### config.mk
export PLATFORM = sky130hd
export DESIGN_NAME = round_sequencer
export DESIGN_NICKNAME = d
export VERILOG_FILES = /design/src/rtl/game_pkg.sv /design/src/rtl/round_timer.sv /design/src/rtl/round_sequencer.sv
export SDC_FILE = /design/constraint.sdc
export NUM_CORES = 1
export LEC_CHECK = 0
export BUFFER_PORTS_ARGS = -buffer_cell sky130_fd_sc_hd__buf_2
export CAP_MARGIN = 10
export CORE_ASPECT_RATIO = 0.8
export CORE_MARGIN = 2
export CORE_UTILIZATION = 63
export DETAILED_ROUTE_END_ITERATION = 6
export PLACE_DENSITY = 0.92
export SYNTH_ARGS = -nofsm -noshare
export SYNTH_HDL_FRONTEND = slang
export SYNTH_HIERARCHICAL = 1
export SYNTH_SLANG_ARGS = --single-unit
### constraint.sdc
create_clock -name clk -period 7.1 [get_ports clk]
set_clock_uncertainty 0.2 [all_clocks]
set_input_delay 0.355 -clock clk [delete_from_list [all_inputs] [get_ports clk]]
set_output_delay 0.355 -clock clk [all_outputs]
set_load 0.01 [all_outputs]
### src/rtl/game_pkg.sv
// Shared state encoding and default timing for the duck-round sequencer.
package game_pkg;

  typedef enum logic [2:0] {
    IDLE,
    INTRO,
    FLIGHT,
    KILLED,
    ESCAPED,
    PAUSE,
    DONE
  } round_state_t;

  localparam int ROUNDS_DEFAULT          = 10;
  localparam int FLIGHT_CYCLES_DEFAULT   = 390_000_000;
  localparam int DOG_BIRD_CYCLES_DEFAULT = 130_000_000;
  localparam int PAUSE_CYCLES_DEFAULT    = 65_000_000;

  localparam logic [6:0] SCORE_MAX = 7'd99;

endpackage

### src/rtl/round_timer.sv
// Loadable down-counter shared by the flight, celebration and pause phases.
module round_timer #(
  parameter int WIDTH = 29
) (
  input  logic             clk,
  input  logic             rst,
  input  logic             load,
  input  logic [WIDTH-1:0] load_value,
  input  logic             en,
  output logic             zero
);

  logic [WIDTH-1:0] count;

  // Load wins over counting; the counter parks at zero instead of wrapping.
  always_ff @(posedge clk) begin
    if (rst) begin
      count <= '0;
    end else if (load) begin
      count <= load_value;
    end else if (en && (count != '0)) begin
      count <= count - WIDTH'(1);
    end
  end

  assign zero = (count == '0);

endmodule

### src/rtl/round_sequencer.sv
// Sequences a game session of duck rounds: intro, flight, kill/escape, pause.
module round_sequencer
  import game_pkg::*;
#(
  parameter int ROUNDS          = ROUNDS_DEFAULT,
  parameter int FLIGHT_CYCLES   = FLIGHT_CYCLES_DEFAULT,
  parameter int DOG_BIRD_CYCLES = DOG_BIRD_CYCLES_DEFAULT,
  parameter int PAUSE_CYCLES    = PAUSE_CYCLES_DEFAULT,
  parameter int CNT_WIDTH       = 29
) (
  input  logic       clk,
  input  logic       rst,
  input  logic       game_enable,
  input  logic       game_enable_posedge,
  input  logic       dog_intro_done,
  input  logic       duck_killed,
  input  logic       out_of_ammo,
  output logic       hunt_start,
  output logic       dog_bird_enable,
  output logic       duck_escaped,
  output logic [6:0] enemy_score,
  output logic [6:0] round_number,
  output logic       game_finished
);

  if (FLIGHT_CYCLES <= 0 || DOG_BIRD_CYCLES <= 0 || PAUSE_CYCLES <= 0) begin : g_bad_cycles
    $error("round_sequencer: cycle parameters must be non-zero");
  end
  if (ROUNDS < 1 || ROUNDS > 99) begin : g_bad_rounds
    $error("round_sequencer: ROUNDS must be in 1..99");
  end
  if (CNT_WIDTH < 32 && (((FLIGHT_CYCLES - 1) >> CNT_WIDTH) != 0 ||
      ((DOG_BIRD_CYCLES - 1) >> CNT_WIDTH) != 0 ||
      ((PAUSE_CYCLES - 1) >> CNT_WIDTH) != 0)) begin : g_bad_width
    $error("round_sequencer: CNT_WIDTH too small for cycle parameters");
  end

  localparam logic [CNT_WIDTH-1:0] FLIGHT_LOAD = CNT_WIDTH'(FLIGHT_CYCLES - 1);
  localparam logic [CNT_WIDTH-1:0] DOG_LOAD    = CNT_WIDTH'(DOG_BIRD_CYCLES - 1);
  localparam logic [CNT_WIDTH-1:0] PAUSE_LOAD  = CNT_WIDTH'(PAUSE_CYCLES - 1);

  round_state_t         state;
  logic                 timer_load;
  logic [CNT_WIDTH-1:0] timer_value;
  logic                 timer_en;
  logic                 timer_zero;
  logic                 last_round;

  assign last_round = (round_number == 7'(ROUNDS));
  assign timer_en   = (state == FLIGHT) || (state == KILLED) || (state == PAUSE);

  // Timer reloads coincide with the phase transitions taken in the FSM below.
  always_comb begin
    timer_load  = 1'b0;
    timer_value = '0;
    case (state)
      INTRO:   if (dog_intro_done) begin timer_load = 1'b1; timer_value = FLIGHT_LOAD; end
      FLIGHT:  if (duck_killed)    begin timer_load = 1'b1; timer_value = DOG_LOAD;    end
      KILLED:  if (timer_zero)     begin timer_load = 1'b1; timer_value = PAUSE_LOAD;  end
      ESCAPED: begin timer_load = 1'b1; timer_value = PAUSE_LOAD; end
      PAUSE:   if (timer_zero && !(last_round || out_of_ammo)) begin
                 timer_load  = 1'b1;
                 timer_value = FLIGHT_LOAD;
               end
      default: ;
    endcase
  end

  round_timer #(.WIDTH(CNT_WIDTH)) u_timer (
    .clk        (clk),
    .rst        (rst),
    .load       (timer_load),
    .load_value (timer_value),
    .en         (timer_en),
    .zero       (timer_zero)
  );

  // Leaving the game keeps enemy_score for the end screen.
  always_ff @(posedge clk) begin
    if (rst) begin
      state           <= IDLE;
      hunt_start      <= 1'b0;
      dog_bird_enable <= 1'b0;
      duck_escaped    <= 1'b0;
      game_finished   <= 1'b0;
      enemy_score     <= '0;
      round_number    <= '0;
    end else if (state != IDLE && !game_enable) begin
      state           <= IDLE;
      hunt_start      <= 1'b0;
      dog_bird_enable <= 1'b0;
      duck_escaped    <= 1'b0;
      game_finished   <= 1'b0;
      round_number    <= '0;
    end else begin
      duck_escaped <= 1'b0;
      case (state)
        IDLE: if (game_enable_posedge) begin
          enemy_score  <= '0;
          round_number <= 7'd1;
          state        <= INTRO;
        end
        INTRO: if (dog_intro_done) begin
          hunt_start <= 1'b1;
          state      <= FLIGHT;
        end
        FLIGHT: if (duck_killed) begin
          hunt_start      <= 1'b0;
          dog_bird_enable <= 1'b1;
          state           <= KILLED;
        end else if (timer_zero || out_of_ammo) begin
          hunt_start   <= 1'b0;
          duck_escaped <= 1'b1;
          if (enemy_score < SCORE_MAX) enemy_score <= enemy_score + 7'd1;
          state        <= ESCAPED;
        end
        KILLED: if (timer_zero) begin
          dog_bird_enable <= 1'b0;
          state           <= PAUSE;
        end
        ESCAPED: state <= PAUSE;
        PAUSE: if (timer_zero) begin
          if (last_round || out_of_ammo) begin
            game_finished <= 1'b1;
            state         <= DONE;
          end else begin
            round_number <= round_number + 7'd1;
            hunt_start   <= 1'b1;
            state        <= FLIGHT;
          end
        end
        DONE: ;
        default: state <= IDLE;
      endcase
    end
  end

endmodule

* Word-level counts from Yosys, hierarchy flattened
Index checks and enable logic that the tools add are counted.
** Word-level totals
- Register bits after elaboration :: 50
- Bits of input ports :: 7
- Output and inout port bits :: 18
- Logic and storage cells :: 97
** Operators by class
- Add/subtract/negate cells :: 3
- Magnitude comparators :: 1
- Equality and inequality tests :: 17
- Mux-type cells :: 39
- Bitwise gates (word level) :: 3
- Reduce and logical (&&, ||, !) cells :: 26
** Operator list (count)
- $pmux W29 S5 :: 1
- $mux W29 :: 4
- $mux W7 :: 7
- $logic_not A29 Y1 :: 1
- $reduce_bool A29 Y1 :: 1
- $sub A29 B1 Y29 const B :: 1
- $pmux W7 S2 :: 2
- $mux W27 :: 1
- $mux W26 :: 1
- $mux W3 :: 7
- $pmux W3 S7 :: 1
- $add A7 B1 Y7 const B :: 2
- $ne A2 B2 Y1 const B :: 7
- $mux W1 :: 12
- $reduce_and A6 Y1 :: 2
- $eq A3 B3 Y1 const B :: 3
- $reduce_bool A2 Y1 :: 4
- $eq A7 B4 Y1 const B :: 1
- $lt A7 B7 Y1 const B :: 1
- $eq A3 B2 Y1 const B :: 2
- $reduce_and A3 Y1 :: 2
- $reduce_bool A3 Y1 :: 2
- $pmux W1 S5 :: 1
- $reduce_and A5 Y1 :: 1
- other kinds (13) :: 22

* Depth between registers and ports, before layout
Gate-level depths: netlist (run 1).
- Word-level depth :: 7
- Depth in mapped cells :: 18
- Gate-level depth less buffers :: 14

* Hierarchy
The synthesis (run 1) kept the hierarchy.
** By module, submodules not included
- round_timer :: instances 1, cells each 217, area each 1836.8 µm², sequential area each 580.6 µm²
- round_sequencer :: instances 1, cells each 164, area each 1367.6 µm², sequential area each 420.4 µm²

* Worst setup path after synthesis (run 1)
No wires, ideal clock.
- Kind :: register to register
- From :: register u_timer.count[0]
- To :: register u_timer.count[21]
- Arrival :: 4288 ps
- Data required time :: 6786 ps
- Slack :: 2498 ps
- Stages on the path, launching flop included :: 18
- Path buffers :: 4
- Period minus slack after synthesis :: 4602 ps
- Path through :: dfxtp_1 > inv_1 > ha_1 > or4b_2 > nor4_2 > nand3_2 > clkinv_2 > buf_6 > buf_6 > buf_2 > nand4b_1 > a211oi_2 > a21boi_0 > o21ai_0 > clkbuf_1 > nor2_1 > o21a_1 > a2111oi_0
** Between the ends
- Word-level cells in the longest chain between the ends :: 5
** RTL lines
- from (decl) :: line round_timer.sv:13 : logic [WIDTH-1:0] count;
- from (signal assigned) :: line round_timer.sv:20 : count <= load_value;
- from (signal assigned) :: line round_timer.sv:22 : count <= count - WIDTH'(1);
- $logic_not A29 Y1 (*) :: line round_timer.sv:26 : assign zero = (count == '0);
- named net timer_zero :: line round_sequencer.sv:46 : logic timer_zero;
- $logic_and A1 B1 Y1 :: line round_sequencer.sv:61 : PAUSE: if (timer_zero && !(last_round || out_of_ammo)) begin
- $mux W1 :: line round_sequencer.sv:61
- $pmux W1 S5 (*) :: line round_sequencer.sv:56 : case (state)
- named net timer_load :: line round_sequencer.sv:43 : logic timer_load;
- $mux W29 / $reduce_bool A2 Y1 (equally long branches)
Mark *: on every way through the listed nets, which the timed path passes. The rest lies on a longest branch. The select of a mux whose other input is x is not followed.
A chain may end at the register's enable or synchronous reset.

* Worst setup path in the final report (run 1)
- From :: register u_timer.count[0]
- To :: register u_timer.count[26]
Same word-level chain as after synthesis.

==> qor.txt, run 1 <==
Hold Buf Count CTS: 0
Pin count of the biggest net entering global routing: 55
Share of the synthesized area in the top cell type: 31.24%
Die ar.: 5676 um2
Total power: 1.464 mW
Clock sinks: 50
Worst hold path type: in -> reg
Crit Path Max Fanout: 54
Placed cell areas: 3286 um2
Max-slew headroom: 36.78%
# rows: 23
XOR/XNOR share of the synthesized area: 1.640%
Static Leak: 1.245 nW
Post-synthesis sequential area ratio: 31.24%
Multiplexer share of the synthesized area: 0.9371%
Core Box Area: 4950 um2
Dpl cells: 448
Tot GR Track Use: 26.90%
Yosys warnings: 6
Hold path depth: 2
Starting Density: 64.74%
Post-CTS resize count: 0
Most frequent cells in the layout: 50 x dfxtp_1, 47 x nor2_1, 24 x buf_2, 18 x nand2_1, 16 x a311oi_1
CTS buffer count: 5
Fin. Hold Viols: 0
Die Ht: 67.79 um
H-tree Lvls: 2
Layout area overhead: 5.974%
CTS tree: yes
WHS: 0.1348 ns
Worst slew pin tran: 0.9397 ns
R2r worst-path depth: 15
I/O pins: 25
Synthesized area per cell: 8.410 um2
Simple-gate share of the synthesized area: 29.91%
Commonest non-fill, non-tap cell in the layout: dfxtp_1
Antenna fix cells: 0
Sum Neg Setup Slack: 0 ns
Vias per inst: 6.923
Die width: 83.74 um
Crit path buf inv count: 4
Synth Instances: 381
Final Non-Filler Cells: 456
Final period utilization: 74.07%
GRT Residual Overflow: 0
Critical path depth: 15
Crit-path slowest cell: or4b_2
Clock Tree Buf Depth: 2
Ys flop type: dfxtp_1
Count of cell types in the netlist: 71
Synth Area in Compound Gates: 27.65%
Asr flop ratio synth: 0%
Unrepaired setup endpoints after global routing: false
Layout cells sized above 1: 15.74%
DR WL/cell: 16.80 um
Initial antenna violation count: 0
Clk_lat worst skew: 0.30 ns
Design area: 3396 um2
Max stage delay on crit path: 0.65 ns
Crit. End Element: flip-flop
Outcome: completed
Vias in the first global route: 2695
Fin util: 68.60%
VDD IR max: 0.2300 mV
Finish-stage setup viols: 0
EDFF count, synth: 0
Setup WS post-layout: 1.841 ns
Setup Buffers After CTS: 0
Largest family of logic cells by synthesized area: simple AND/OR/NAND/NOR gates
Synth Area in Adders: 2.733%
Port buffer count: 24
Number of iterations in the first detailed-routing pass: 4
CP delay by family, top: simple AND/OR/NAND/NOR gates
Gpl congestion: 0.8745
DP HPWL: 5090 um
Post-Place Worst Slack: 2.055 ns
Critical path class: reg -> reg
CP Cell Sequence: inv_1 > ha_1 > or4b_2 > nor4_2 > nand3_2 > clkinv_2 > nand4b_1 > a211oi_2 > a21boi_0 > o21ai_1 > buf_4 > inv_2 > o311a_1 > a21oi_1 > o221ai_1
Critical Path AT: 5.23 ns
Remaining DRCs: 0
Synth area leaders: dfxtp_1 31%, nor2_1 5.5%, a311oi_1 4.4%
Root Driver: clkbuf_8
Clk pin slew, worst setup/hold paths: 0.09 ns
Synth area leader: dfxtp_1
Critical Path RT: 7.07 ns
CP Launch Type: flip-flop
#FFs+latches synth: 50
Max Transition Viols Final: 0
Min Tclk post-route: 5.259 ns
Synthesized cell area: 3204 um2
Via count: 3157
First-pass GRT wire length: 12500 um
1st-iter DRT viols: 406
Total of max-cap violations: 0
P per Cell Area: 431.0 nW/um2
DRT Wirelength: 7661 um
Fin nets: 407
FMAX: 190.2 MHz
Final ANT Viol Nets: 0
[per-layer routing]
layer / GRT usage [%] / vias to the layer above / wire length (um)
met5: 0 / - / 0
met1: 36.55 / 1512 / 3614
met2: 45.50 / 127 / 3477
met4: 6.452 / 0 / 73
li1: - / 1510 / -
met3: 4.279 / 8 / 495
[Yosys cell counts, drive strengths merged (3+ instances only)]
master,number
a211o,3
a211oi,3
a21o,3
a21oi,14
a311oi,19
a31oi,8
and3,3
buf,12
clkbuf,9
dfxtp,50
ha,7
inv,14
mux2i,3
nand2,18
nand2b,4
nand3,12
nand3b,3
nand4,4
nor2,47
nor3,8
nor3b,5
nor4,11
o211ai,4
o21ai,16
o21bai,3
o311ai,6
o31ai,12
o41ai,6
or2,3
or3,14
or4,14
or4b,5
xnor2,6
[worst register-to-register path, cell delays in order (launching register included)]
cell and delay, ns:
dfxtp_1 0.33, inv_1 0.11, ha_1 0.15, or4b_2 0.65
nor4_2 0.40, nand3_2 0.19, clkinv_2 0.52, nand4b_1 0.39
a211oi_2 0.59, a21boi_0 0.29, o21ai_1 0.15, buf_4 0.29
inv_2 0.35, o311a_1 0.26, a21oi_1 0.13, o221ai_1 0.12
[sequential cells by signal, indices dropped and copies added, names as in the netlist]
register	count
dog_bird_enable	1
duck_escaped	1
enemy_score	7
game_finished	1
hunt_start	1
round_number	7
state	3
u_timer/count	29
[cell type report]
type / count / area, um2
clock buffers: 8 / 110.1
fillers: 410 / 1554
inverters: 15 / 57.56
multi-input cells: 296 / 2022
flip-flops and latches: 50 / 1001
well taps: 62 / 77.57
repair buffers: 25 / 127.6
[power by group]
part           internal (mW)  total [mW]  switching (mW)
sequential             0.357       0.453          0.0957
clock                 0.0986       0.194          0.0956
combinational          0.290       0.816           0.526
total                  0.746        1.46           0.718
[worst paths after layout]
kind	from	endpoint	slack [ns]
setup reg to reg	u_timer/count[0]	u_timer/count[26]	1.84
setup / recovery	u_timer/count[0]	u_timer/count[26]	1.84
hold / removal	duck_killed	duck_escaped	0.13
hold reg to reg	game_finished	game_finished	0.29
[kinds of logic (layout without fill, tap and decap cells)]
kind of cell    count (synthesis)  after routing
simple gates                  165            165
fa+ha+maj                       7              7
compound gates                113            113
flops                          50             50
other cells                     1              2
xor+xnor                        6              6
buf+inv                        36             48
mux                             3              3
Note: power is estimated with default switching activity, not from simulation.
==> run 2: changes to the inputs <==
- CORE_UTILIZATION: 63 -> 54
- PLACE_DENSITY: 0.92 -> 0.85
- clock period: 7.1 -> 4.5 ns (I/O delays scaled with it)
==> run 2 against run 1 <==
Final cell count grew 5.5%; register-to-register slack lost 1.3 ns; setup slack lost 1.3 ns; combinational power grew 65%; sequential power grew 58%; global-route usage shrank 2.3 points; core utilization shrank 9.0 points; critical path depth shrank 1; clock-buffer cell count shrank 1; design area grew 2.1%; die area grew 16%; sequential share of layout area shrank 0.61 points; highest routed layer unchanged.
==> qor.txt, run 2 (same netlist as run 1, synthesis figures left out) <==
Critical path class: reg -> reg
Clk pin slew, worst setup/hold paths: 0.09 ns
Clock sinks: 50
Remaining DRCs: 0
Vias per inst: 6.642
Tot GR Track Use: 24.64%
DP HPWL: 5486 um
Final ANT Viol Nets: 0
CTS tree: yes
FMAX: 250.0 MHz
I/O pins: 25
Storage cell area: 1001 um2
Multi-input logic area: 2026 um2
Max-slew headroom: 46.46%
DR WL/cell: 16.73 um
CTS buffer count: 5
Critical Path RT: 4.48 ns
Fin. Hold Viols: 0
Pin count of the biggest net entering global routing: 54
# rows: 25
Unrepaired setup endpoints after global routing: false
DRT Wirelength: 8049 um
Antenna fix cells: 0
Vias in the first global route: 2805
Sum Neg Setup Slack: 0 ns
R2r worst-path depth: 14
Finish-stage setup viols: 0
Outcome: completed
Most flops, register: u_timer/count
Min Tclk post-route: 4.000 ns
Worst hold path type: in -> reg
Crit Path Max Fanout: 25
Static Leak: 1.271 nW
Hold path depth: 3
Commonest non-fill, non-tap cell in the layout: dfxtp_1
P per Cell Area: 686.7 nW/um2
Post-CTS resize count: 0
CP Launch Type: flip-flop
Clk_lat worst skew: 0.32 ns
Critical Path AT: 3.98 ns
Initial antenna violation count: 0
Clock Tree Buf Depth: 2
Die width: 90.13 um
Die Ht: 72.90 um
Most frequent cells in the layout: 50 x dfxtp_1, 47 x nor2_1, 24 x buf_2, 18 x nand2_1, 16 x a311oi_1
Starting Density: 55.08%
Setup slack, reg-to-reg: 0.50 ns
Worst slew pin tran: 0.8030 ns
Hold Buf Count CTS: 1
Total of max-cap violations: 0
Number of iterations in the first detailed-routing pass: 5
First-pass GRT wire length: 13160 um
Crit. End Element: flip-flop
Filler cell count: 541
Layout cells sized above 1: 16.50%
Gpl congestion: 0.8895
Core Box Area: 5818 um2
GRT Residual Overflow: 0
Via count: 3195
WHS: 0.04282 ns
Setup Buffers After CTS: 0
Layout area overhead: 8.200%
Port buffer count: 24
Max Transition Viols Final: 0
H-tree Lvls: 2
Die ar.: 6570 um2
Final period utilization: 88.89%
VDD IR max: 0.3819 mV
Root Driver: clkbuf_8
Max FFs per register: 29
Top flop regs: u_timer/count: 29 flops, enemy_score: 7 flops, round_number: 7 flops
Total power: 2.381 mW
1st-iter DRT viols: 334
Fin nets: 413
[run 2: cell types whose count changed in the layout (fill, tap and decap cells not counted), sizes merged]
cell	previous run	this run
dlygate4sd3	0	1
bufinv	0	1
clkbuf	8	7
buf	25	30
[run 2: per-layer routing]
metal | routed length (um) | part of all wire, % | track usage [%] | vias to the layer above
met4 | 161 | 2.0 | 9.744 | 0
met5 | 0 | 0 | 0 | -
met1 | 3802 | 47 | 33.35 | 1535
met2 | 3571 | 44 | 39.43 | 124
li1 | - | - | - | 1515
met3 | 515 | 6.4 | 4.752 | 21
[run 2: power breakdown]
| part | total, mW | internal (mW) | switching (mW) |
|---|---|---|---|
| clock | 0.320 | 0.167 | 0.153 |
| sequential | 0.715 | 0.564 | 0.151 |
| combinational | 1.35 | 0.496 | 0.850 |
| total | 2.38 | 1.23 | 1.15 |
[run 2: final cells by class]
| class | instances | area share (%) |
|---|---|---|
| clock buffers | 7 | 2.201 |
| flip-flops and latches | 50 | 28.87 |
| well taps | 81 | 2.923 |
| multi-input cells | 296 | 58.43 |
| repair buffers | 31 | 5.052 |
| clock inverters | 1 | 0.8661 |
| inverters | 15 | 1.660 |
[run 2: metrics by stage]
stage,instance area (um2),utilization (%),setup WS [ns],instances
finish,3467,59.59,0.5000,481
global route,3467,59.59,0.2471,481
CTS,3467,59.59,0.5399,481
detailed placement,3351,57.59,0.5657,472
global placement,3351,57.59,0.8206,472
floorplan,3212,-,0.1429,382
[run 2: final timing paths]
check	from	end
worst max-delay path	u_timer/count[0]	u_timer/count[27]
worst min-delay path	game_enable	state[2]
worst max register to register	u_timer/count[0]	u_timer/count[27]
worst min register to register	game_finished	game_finished
[run 2: critical path: stages, from the launching register on]
cell and delay, ns:
dfxtp_1 0.32, inv_1 0.12, ha_1 0.18, or4b_2 0.66
nor4_2 0.37, nand3_2 0.18, clkinv_2 0.09, nand4b_1 0.26
a211oi_2 0.35, a21boi_0 0.20, o21ai_2 0.11, buf_4 0.31
nor2_1 0.18, o311ai_0 0.19, o211ai_1 0.16
